[src/rtl/regfile_bypass_init.sv]
// Register file with three combinational read ports, a core write port and a
// memory-writeback port. After reset it walks every register to zero before
// reporting INIT_DONE_O; writeback requests losing an address conflict to the
// core port are stalled, and the stalled cycles are counted.
module regfile_bypass_init #(
    parameter int DATA_WIDTH         = 32,
    parameter int REGFILE_SIZE       = 16,
    parameter int REGFILE_ADDR_WIDTH = 4,
    parameter int BYPASS             = 1
) (
    input  logic                          CLK_I,
    input  logic                          RST_I,
    input  logic                          EN_I,
    input  logic [REGFILE_ADDR_WIDTH-1:0] RD_PORT_DIRECT_ADDR_I,
    input  logic [REGFILE_ADDR_WIDTH-1:0] RD_PORT_MUX_ADDR_I,
    input  logic [REGFILE_ADDR_WIDTH-1:0] RD_PORT_CACHE_ADDR_I,
    output logic [DATA_WIDTH-1:0]         RD_PORT_DIRECT_O,
    output logic [DATA_WIDTH-1:0]         RD_PORT_MUX_O,
    output logic [DATA_WIDTH-1:0]         RD_PORT_CACHE_O,
    input  logic                          WR_PORT_EN_I,
    input  logic [REGFILE_ADDR_WIDTH-1:0] WR_PORT_ADDR_I,
    input  logic [DATA_WIDTH-1:0]         WR_PORT_DATA_I,
    input  logic                          MEM_WR_VALID_I,
    input  logic [REGFILE_ADDR_WIDTH-1:0] MEM_WR_ADDR_I,
    input  logic [DATA_WIDTH-1:0]         MEM_WR_DATA_I,
    output logic                          MEM_WR_READY_O,
    output logic                          INIT_DONE_O,
    output logic [15:0]                   MEM_STALL_CNT_O
);

    typedef enum logic {
        ST_CLEAR = 1'b0,
        ST_RUN   = 1'b1
    } state_t;

    localparam logic [REGFILE_ADDR_WIDTH-1:0] CLR_LAST = REGFILE_ADDR_WIDTH'(REGFILE_SIZE - 1);

    state_t                          state_q;
    state_t                          state_d;
    logic [REGFILE_ADDR_WIDTH-1:0]   clr_cnt;
    logic [DATA_WIDTH-1:0]           mem [REGFILE_SIZE];

    logic                            run_active;
    logic                            clear_wr;
    logic                            core_wr;
    logic                            mem_ready;
    logic                            mem_wr;
    logic [REGFILE_ADDR_WIDTH-1:0]   rd_addr [3];
    logic [DATA_WIDTH-1:0]           rd_data [3];

    function automatic logic in_range(input logic [REGFILE_ADDR_WIDTH-1:0] a);
        return 32'(a) < 32'(REGFILE_SIZE);
    endfunction

    // Next state and write-port arbitration; reset blocks every write and handshake.
    always_comb begin
        state_d    = state_q;
        run_active = 1'b0;
        clear_wr   = 1'b0;
        core_wr    = 1'b0;
        mem_ready  = 1'b0;
        mem_wr     = 1'b0;
        if (state_q == ST_CLEAR && clr_cnt == CLR_LAST) begin
            state_d = ST_RUN;
        end
        if (!RST_I) begin
            run_active = (state_q == ST_RUN);
            clear_wr   = (state_q == ST_CLEAR);
        end
        // Out-of-range writes still handshake but never reach the array.
        core_wr   = run_active && EN_I && WR_PORT_EN_I && in_range(WR_PORT_ADDR_I);
        mem_ready = run_active && EN_I &&
                    !(WR_PORT_EN_I && (WR_PORT_ADDR_I == MEM_WR_ADDR_I));
        mem_wr    = MEM_WR_VALID_I && mem_ready && in_range(MEM_WR_ADDR_I);
        MEM_WR_READY_O = mem_ready;
        INIT_DONE_O    = (state_q == ST_RUN);
    end

    // FSM register, clear walker and saturating stall counter.
    always_ff @(posedge CLK_I) begin
        if (RST_I) begin
            state_q         <= ST_CLEAR;
            clr_cnt         <= '0;
            MEM_STALL_CNT_O <= '0;
        end else begin
            state_q <= state_d;
            if (clear_wr) begin
                clr_cnt <= clr_cnt + 1'b1;
            end
            if (run_active && MEM_WR_VALID_I && !mem_ready && MEM_STALL_CNT_O != '1) begin
                MEM_STALL_CNT_O <= MEM_STALL_CNT_O + 1'b1;
            end
        end
    end

    // Storage array; conflicting addresses never reach both ports in one cycle.
    always_ff @(posedge CLK_I) begin
        if (clear_wr) begin
            mem[clr_cnt] <= '0;
        end else begin
            if (mem_wr) begin
                mem[MEM_WR_ADDR_I] <= MEM_WR_DATA_I;
            end
            if (core_wr) begin
                mem[WR_PORT_ADDR_I] <= WR_PORT_DATA_I;
            end
        end
    end

    // Read ports: zero outside RUN or out of range, optional same-cycle forwarding.
    always_comb begin
        rd_addr[0] = RD_PORT_DIRECT_ADDR_I;
        rd_addr[1] = RD_PORT_MUX_ADDR_I;
        rd_addr[2] = RD_PORT_CACHE_ADDR_I;
        for (int unsigned i = 0; i < 3; i++) begin
            rd_data[i] = '0;
            if (run_active && in_range(rd_addr[i])) begin
                rd_data[i] = mem[rd_addr[i]];
                if (BYPASS != 0) begin
                    if (core_wr && WR_PORT_ADDR_I == rd_addr[i]) begin
                        rd_data[i] = WR_PORT_DATA_I;
                    end else if (mem_wr && MEM_WR_ADDR_I == rd_addr[i]) begin
                        rd_data[i] = MEM_WR_DATA_I;
                    end
                end
            end
        end
        RD_PORT_DIRECT_O = rd_data[0];
        RD_PORT_MUX_O    = rd_data[1];
        RD_PORT_CACHE_O  = rd_data[2];
    end

endmodule

[config.mk]
export PLATFORM = sky130hd
export DESIGN_NAME = regfile_bypass_init
export DESIGN_NICKNAME = d
export VERILOG_FILES = /design/src/rtl/regfile_bypass_init.sv
export SDC_FILE = /design/constraint.sdc
export NUM_CORES = 2
export LEC_CHECK = 0
export ABC_CLOCK_PERIOD_IN_PS = 5700
export BUFFER_PORTS_ARGS = -buffer_cell sky130_fd_sc_hd__buf_2
export CAP_MARGIN = 20
export CORE_UTILIZATION = 45
export CTS_BUF_LIST = sky130_fd_sc_hd__clkbuf_8
export CTS_CLUSTER_DIAMETER = 30
export DETAILED_ROUTE_END_ITERATION = 12
export GPL_TIMING_DRIVEN = 0
export SLEW_MARGIN = 20
export SYNTH_ARGS = -nofsm -noshare
export SYNTH_HDL_FRONTEND = slang
export SYNTH_SLANG_ARGS = --single-unit
[constraint.sdc]
create_clock -name CLK_I -period 5.7 [get_ports CLK_I]
set_clock_uncertainty 0.05 [all_clocks]
set_input_delay 1.14 -clock CLK_I [delete_from_list [all_inputs] [get_ports CLK_I]]
set_output_delay 1.14 -clock CLK_I [all_outputs]
set_load 0.01 [all_outputs]
; After elaboration in Yosys (flattened, before gate mapping)
; Memories as Yosys holds them, arrays and structs flattened.
; Cells that the tools add are included.
[word_totals]
input_bits = 89
mem_count = 1
ramBits = 512
wordCells = 56
ff_bits = 21
[mem_list]
columns = name, words, width, read_ports, rd_clocked_by_memory_dff, write_ports, line_no
row1 = mem, 16, 32, 3, 0, 2, 41  ; logic [DATA_WIDTH-1:0] mem [REGFILE_SIZE];
[op_classes]
reduce_logical = 18
n_mux = 22
addsub = 2
n_bitwise = 1
n_eq_ne = 9
[op_table]
columns = operator, n
row1 = $mux W32, 10
row2 = $reduce_or A32 Y1, 1
row3 = $eq A4 B4 Y1, 7
row4 = $add A16 B1 Y16 const B, 1
row5 = $ne A16 B16 Y1 const B, 1
row6 = $logic_and A1 B1 Y1, 15
row7 = $mux W1, 11
row8 = $add A4 B1 Y4 const B, 1
row9 = $eq A4 B4 Y1 const B, 1
row10 = $mux W4, 1
row11 = $logic_not A1 Y1, 2
row12 = $not A1 Y1, 1

; Longest topological paths before layout
[logic_depth]
word_depth = 10
depth_mapped = 9
depth_no_buf = 6

; Worst setup path after synthesis
; OpenSTA, ideal clock, no wires.
[synth_timing]
path_kind = input-to-reg
start = in MEM_WR_VALID_I
end = mem mem[10][0], enable pin
arrival_time_ps = 4401
required_ps = 5184
stages = 6
setup_time_ps = 466
setup_slack_ps = 783
n_path_buf = 2
cell_sequence = and2_1 clkbuf_1 clkbuf_1 and2_1 nand4b_1 o21ai_0
[synth_rtl]
columns = element, line_no
row1 = start: declaration, 23  ; input logic MEM_WR_VALID_I,
row2 = end: declaration, 41

; Final worst setup path
[layout_timing]
start = in RD_PORT_MUX_ADDR_I[1]
end = out RD_PORT_MUX_O[22]
[layout_between]
elab_chain_len = 5
[layout_rtl]
columns = element, line_no
row1 = start: declaration, 15  ; input logic [REGFILE_ADDR_WIDTH-1:0] RD_PORT_MUX_ADDR_I,
row2 = "parallel branches: the longest is 3 deep, another holds $mem_v2 Z16 W32", -
row3 = $mux W32 *, 120  ; if (core_wr && WR_PORT_ADDR_I == rd_addr[i]) begin
row4 = $mux W32 *, 117  ; if (run_active && in_range(rd_addr[i])) begin
row5 = end: declaration, 18  ; output logic [DATA_WIDTH-1:0] RD_PORT_MUX_O,
; Mark *: on every way between the ends.

==> impl_metrics.env <==
export IMPL_run_status="complete, but fails checks"
export IMPL_violations="setup timing"
export IMPL_avgSynthCellArea_um2=11.3
export IMPL_gp_congestion=0.999
export IMPL_most_common_layout_cells="682 x nand2_1, 512 x edfxtp_1, 395 x o21ai_0"
export IMPL_start_util_pct=45.8
export IMPL_grt_antenna_before_repair=7
export IMPL_crit_path_cell_trace="buf_2 > buf_1 > clkbuf_1 > mux4_2 > a22oi_1 > nand2_1 > a221o_1 > buf_2"
export IMPL_min_period_ns=5.83
export IMPL_cap_viol_max_count=0
export IMPL_synth_xor_area_share_pct=0.761
export IMPL_hold_path_class="flop to flop"
export IMPL_r2r_cells=8
export IMPL_powerDensity_nw_per_um2=251
export IMPL_setup_ws_ns=-0.129
export IMPL_yosys_area_share_adder_pct=0.0701
export IMPL_async_flop_share_pct=0
export IMPL_die_h_um=284
export IMPL_min_period_over_period_pct=102
export IMPL_fillers=6747
export IMPL_post_dp_hpwl_um=114000
export IMPL_rsz0062_at_grt="no"
export IMPL_track_usage_pct=40.6
export IMPL_wl_per_cell_um=35.6
export IMPL_wl_um=166000
export IMPL_path_class="input port to primary output"
export IMPL_io_buffers=160
export IMPL_ctsHoldBuffers=0
export IMPL_cp_arrival_ns=4.64
export IMPL_drive_gt1_share_pct=25.6
export IMPL_yosys_warnings=0
export IMPL_endpoint="RD_PORT_MUX_O[22]"
export IMPL_report_final_slew_viol_count=0
export IMPL_synth_cell_type_count=42
export IMPL_area_growth_pct=16.9
export IMPL_placement_rows=102
export IMPL_ctsLongestPathBuffers=3
export IMPL_cts_sinks=533
export IMPL_fmax_mhz=172
export IMPL_finalCoreUtilization_pct=53.5
export IMPL_htreeDepth=4
export IMPL_worst_slew_pin_slew_ns=1.28
export IMPL_netlist_area_um2=35700
export IMPL_grt_pass1_wl_um=231000
export IMPL_r2r_slack_ns=1.92
export IMPL_synth_ff_type="edfxtp_1"
export IMPL_layout_cells_non_filler=4654
export IMPL_synth_top_family_by_area="multiplexers"
export IMPL_crit_path_max_incr_delay_ns=1.02
export IMPL_synthCells=3162
export IMPL_hold_violations=0
export IMPL_grt_pass1_vias=32600
export IMPL_finalSetupViolCount=10
export IMPL_final_common_cell="nand2_1"
export IMPL_grt_max_degree=17
export IMPL_pin_count=203
export IMPL_fp_dieArea_um2=80500
export IMPL_clock_latency_ns=0.80
export IMPL_drtIter0Drc=6499
export IMPL_tritoncts="yes"
export IMPL_die_w_um=284
export IMPL_overflow=0
export IMPL_synth_seq_cells=533
export IMPL_crit_start="RD_PORT_MUX_ADDR_I[1]"
export IMPL_ant_nets=0
export IMPL_p_leak_nw=15.0
export IMPL_nets=3588
export IMPL_cpMostUsedCell="buf_2"
export IMPL_root_buffer="clkbuf_8"
export IMPL_synth_edf_count=512
export IMPL_synth_simple_area_share_pct=11.0
export IMPL_numCtsBuffers=140
export IMPL_post_place_cells=4395
export IMPL_cp_end_kind="primary output"
export IMPL_hold_ws_ns=0.457
export IMPL_dr_pass1_iters=8
export IMPL_synthMuxAreaShare_pct=24.4
export IMPL_ys_seq_area_share_pct=44.2
export IMPL_synth_nets=3253
export IMPL_core_um2=78000
export IMPL_cp_max_fo=10
export IMPL_vias=33700
export IMPL_irDropWorstVdd_mv=0.246
export IMPL_clkTransAtPathRegs_ns=0.04
export IMPL_worstReg2RegEnd="mem[15][21]$_DFFE_PP_"
export IMPL_synth_compound_area_share_pct=14.7
export IMPL_slew_headroom_pct=14.4
export IMPL_r2r_start="INIT_DONE_O$_SDFFE_PP0P_"
export IMPL_critical_path_startpoint_type="input port"
export IMPL_vias_per_cell=7.24
export IMPL_worst_ep_required_time_ns=4.51
export IMPL_cp_slowest_cell="clkbuf_1"
export IMPL_drt_drc_violations_left=0
## metal layers
layer / share of wire (%) / vias up / routed length (um) / global-route usage, %
met2: 42 / 3597 / 70200 / 59.0
met4: 7.6 / 6 / 12600 / 24.9
li1: - / 13000 / - / -
met3: 17 / 928 / 29000 / 18.3
met5: 0.028 / - / 46 / 0.179
met1: 33 / 16200 / 54000 / 49.4
## kinds of logic (layout without fill, tap and decap cells)
kind of cell | count (synthesis) | count (layout)
AOI/OAI and AO/OA | 848 | 848
adders and majority gates | 2 | 2
other | 0 | 7
DFF | 533 | 533
xor gates and xnor gates | 31 | 31
and+or+nand+nor | 955 | 955
muxes | 389 | 389
buffers and inverters | 404 | 849
## worst max-delay path: cells and delay by family
| family | cells | cell delay [ns] |
|---|---|---|
| AND/OR/NAND/NOR | 1 | 0.15 |
| buffers and inverters | 4 | 2.26 |
| multiplexers | 1 | 0.45 |
| AO/OA/AOI/OAI | 2 | 0.62 |
## synthesized netlist by cell type (all sizes together), types with 5 or more instances
cell / n / area [um^2]
and2: 9 / 56.3
nor2: 150 / 563
or3: 5 / 31.3
a21oi: 12 / 60.1
a22oi: 192 / 1440
o31ai: 8 / 60.1
a221o: 96 / 961
edfxtp: 512 / 15400
buf: 148 / 754
xnor2: 15 / 131
nand4: 8 / 50.1
nor2b: 11 / 68.8
nand3: 10 / 62.6
nor3: 10 / 61.3
dfxtp: 21 / 420
nand2b: 7 / 43.8
or4: 9 / 67.6
clkbuf: 255 / 957
mux4: 384 / 8650
and3: 36 / 225
nand2: 682 / 2560
xor2: 16 / 140
o21ai: 535 / 2680
## area by class of cell
type / count / area, um^2 / share of cell area (%)
antenna: 7 / 17.5 / 0.0420
buffer: 402 / 1720 / 4.12
clock buffer: 145 / 2000 / 4.78
clock inverter: 107 / 876 / 2.10
inverter: 1 / 3.75 / 0.00899
multi-input combinational: 2225 / 18400 / 44.0
sequential: 533 / 15800 / 37.8
tap: 1040 / 1300 / 3.12
timing repair buffer: 194 / 1670 / 4.00
## registers in the layout (all words and copies together), names as in the netlist
name,count
clr_cnt,4
MEM_STALL_CNT_O,16
mem,512
INIT_DONE_O,1
## power breakdown
group          leakage, nW  switching [mW]  total, mW  internal [mW]
clock                 1.54            2.15       5.13           2.97
combinational         7.77           0.678       1.03          0.347
sequential            5.67          0.0265       4.31           4.29
## stage by stage
| stage | setup TNS, ns | power [mW] | setup slack (ns) | cell area [um^2] |
|---|---|---|---|---|
| after floorplan | 0 | 4.96 | 0.783 | 35700 |
| after global placement | -1925.53 | 5.32 | -4.00 | 37800 |
| after detailed placement | 0 | 5.36 | 0.0288 | 38800 |
| after CTS | 0 | 10.4 | 0.0178 | 41700 |
| after global routing | 0 | 10.6 | 0.0578 | 41700 |
| final | -0.359 | 10.5 | -0.129 | 41700 |
## worst min path at each step
stage | from | to | cells past startpoint
detailed placement | MEM_STALL_CNT_O[14]$_SDFFE_PP0P_ | MEM_STALL_CNT_O[14]$_SDFFE_PP0P_ | 2
global placement | MEM_STALL_CNT_O[11]$_SDFFE_PP0P_ | MEM_STALL_CNT_O[11]$_SDFFE_PP0P_ | 2
floorplan | MEM_STALL_CNT_O[11]$_SDFFE_PP0P_ | MEM_STALL_CNT_O[11]$_SDFFE_PP0P_ | 2
global route | MEM_STALL_CNT_O[14]$_SDFFE_PP0P_ | MEM_STALL_CNT_O[14]$_SDFFE_PP0P_ | 2
finish | MEM_STALL_CNT_O[14]$_SDFFE_PP0P_ | MEM_STALL_CNT_O[14]$_SDFFE_PP0P_ | 2
CTS | MEM_STALL_CNT_O[14]$_SDFFE_PP0P_ | MEM_STALL_CNT_O[14]$_SDFFE_PP0P_ | 2
## repair_timing
| action | 4_1_cts | 5_1_grt |
|---|---|---|
| gates resized for setup | 0 | 4 |
| setup buffers | 0 | 0 |
| setup endpoints to repair | 0 | 78 |
Power figures use the tool's default switching activity.
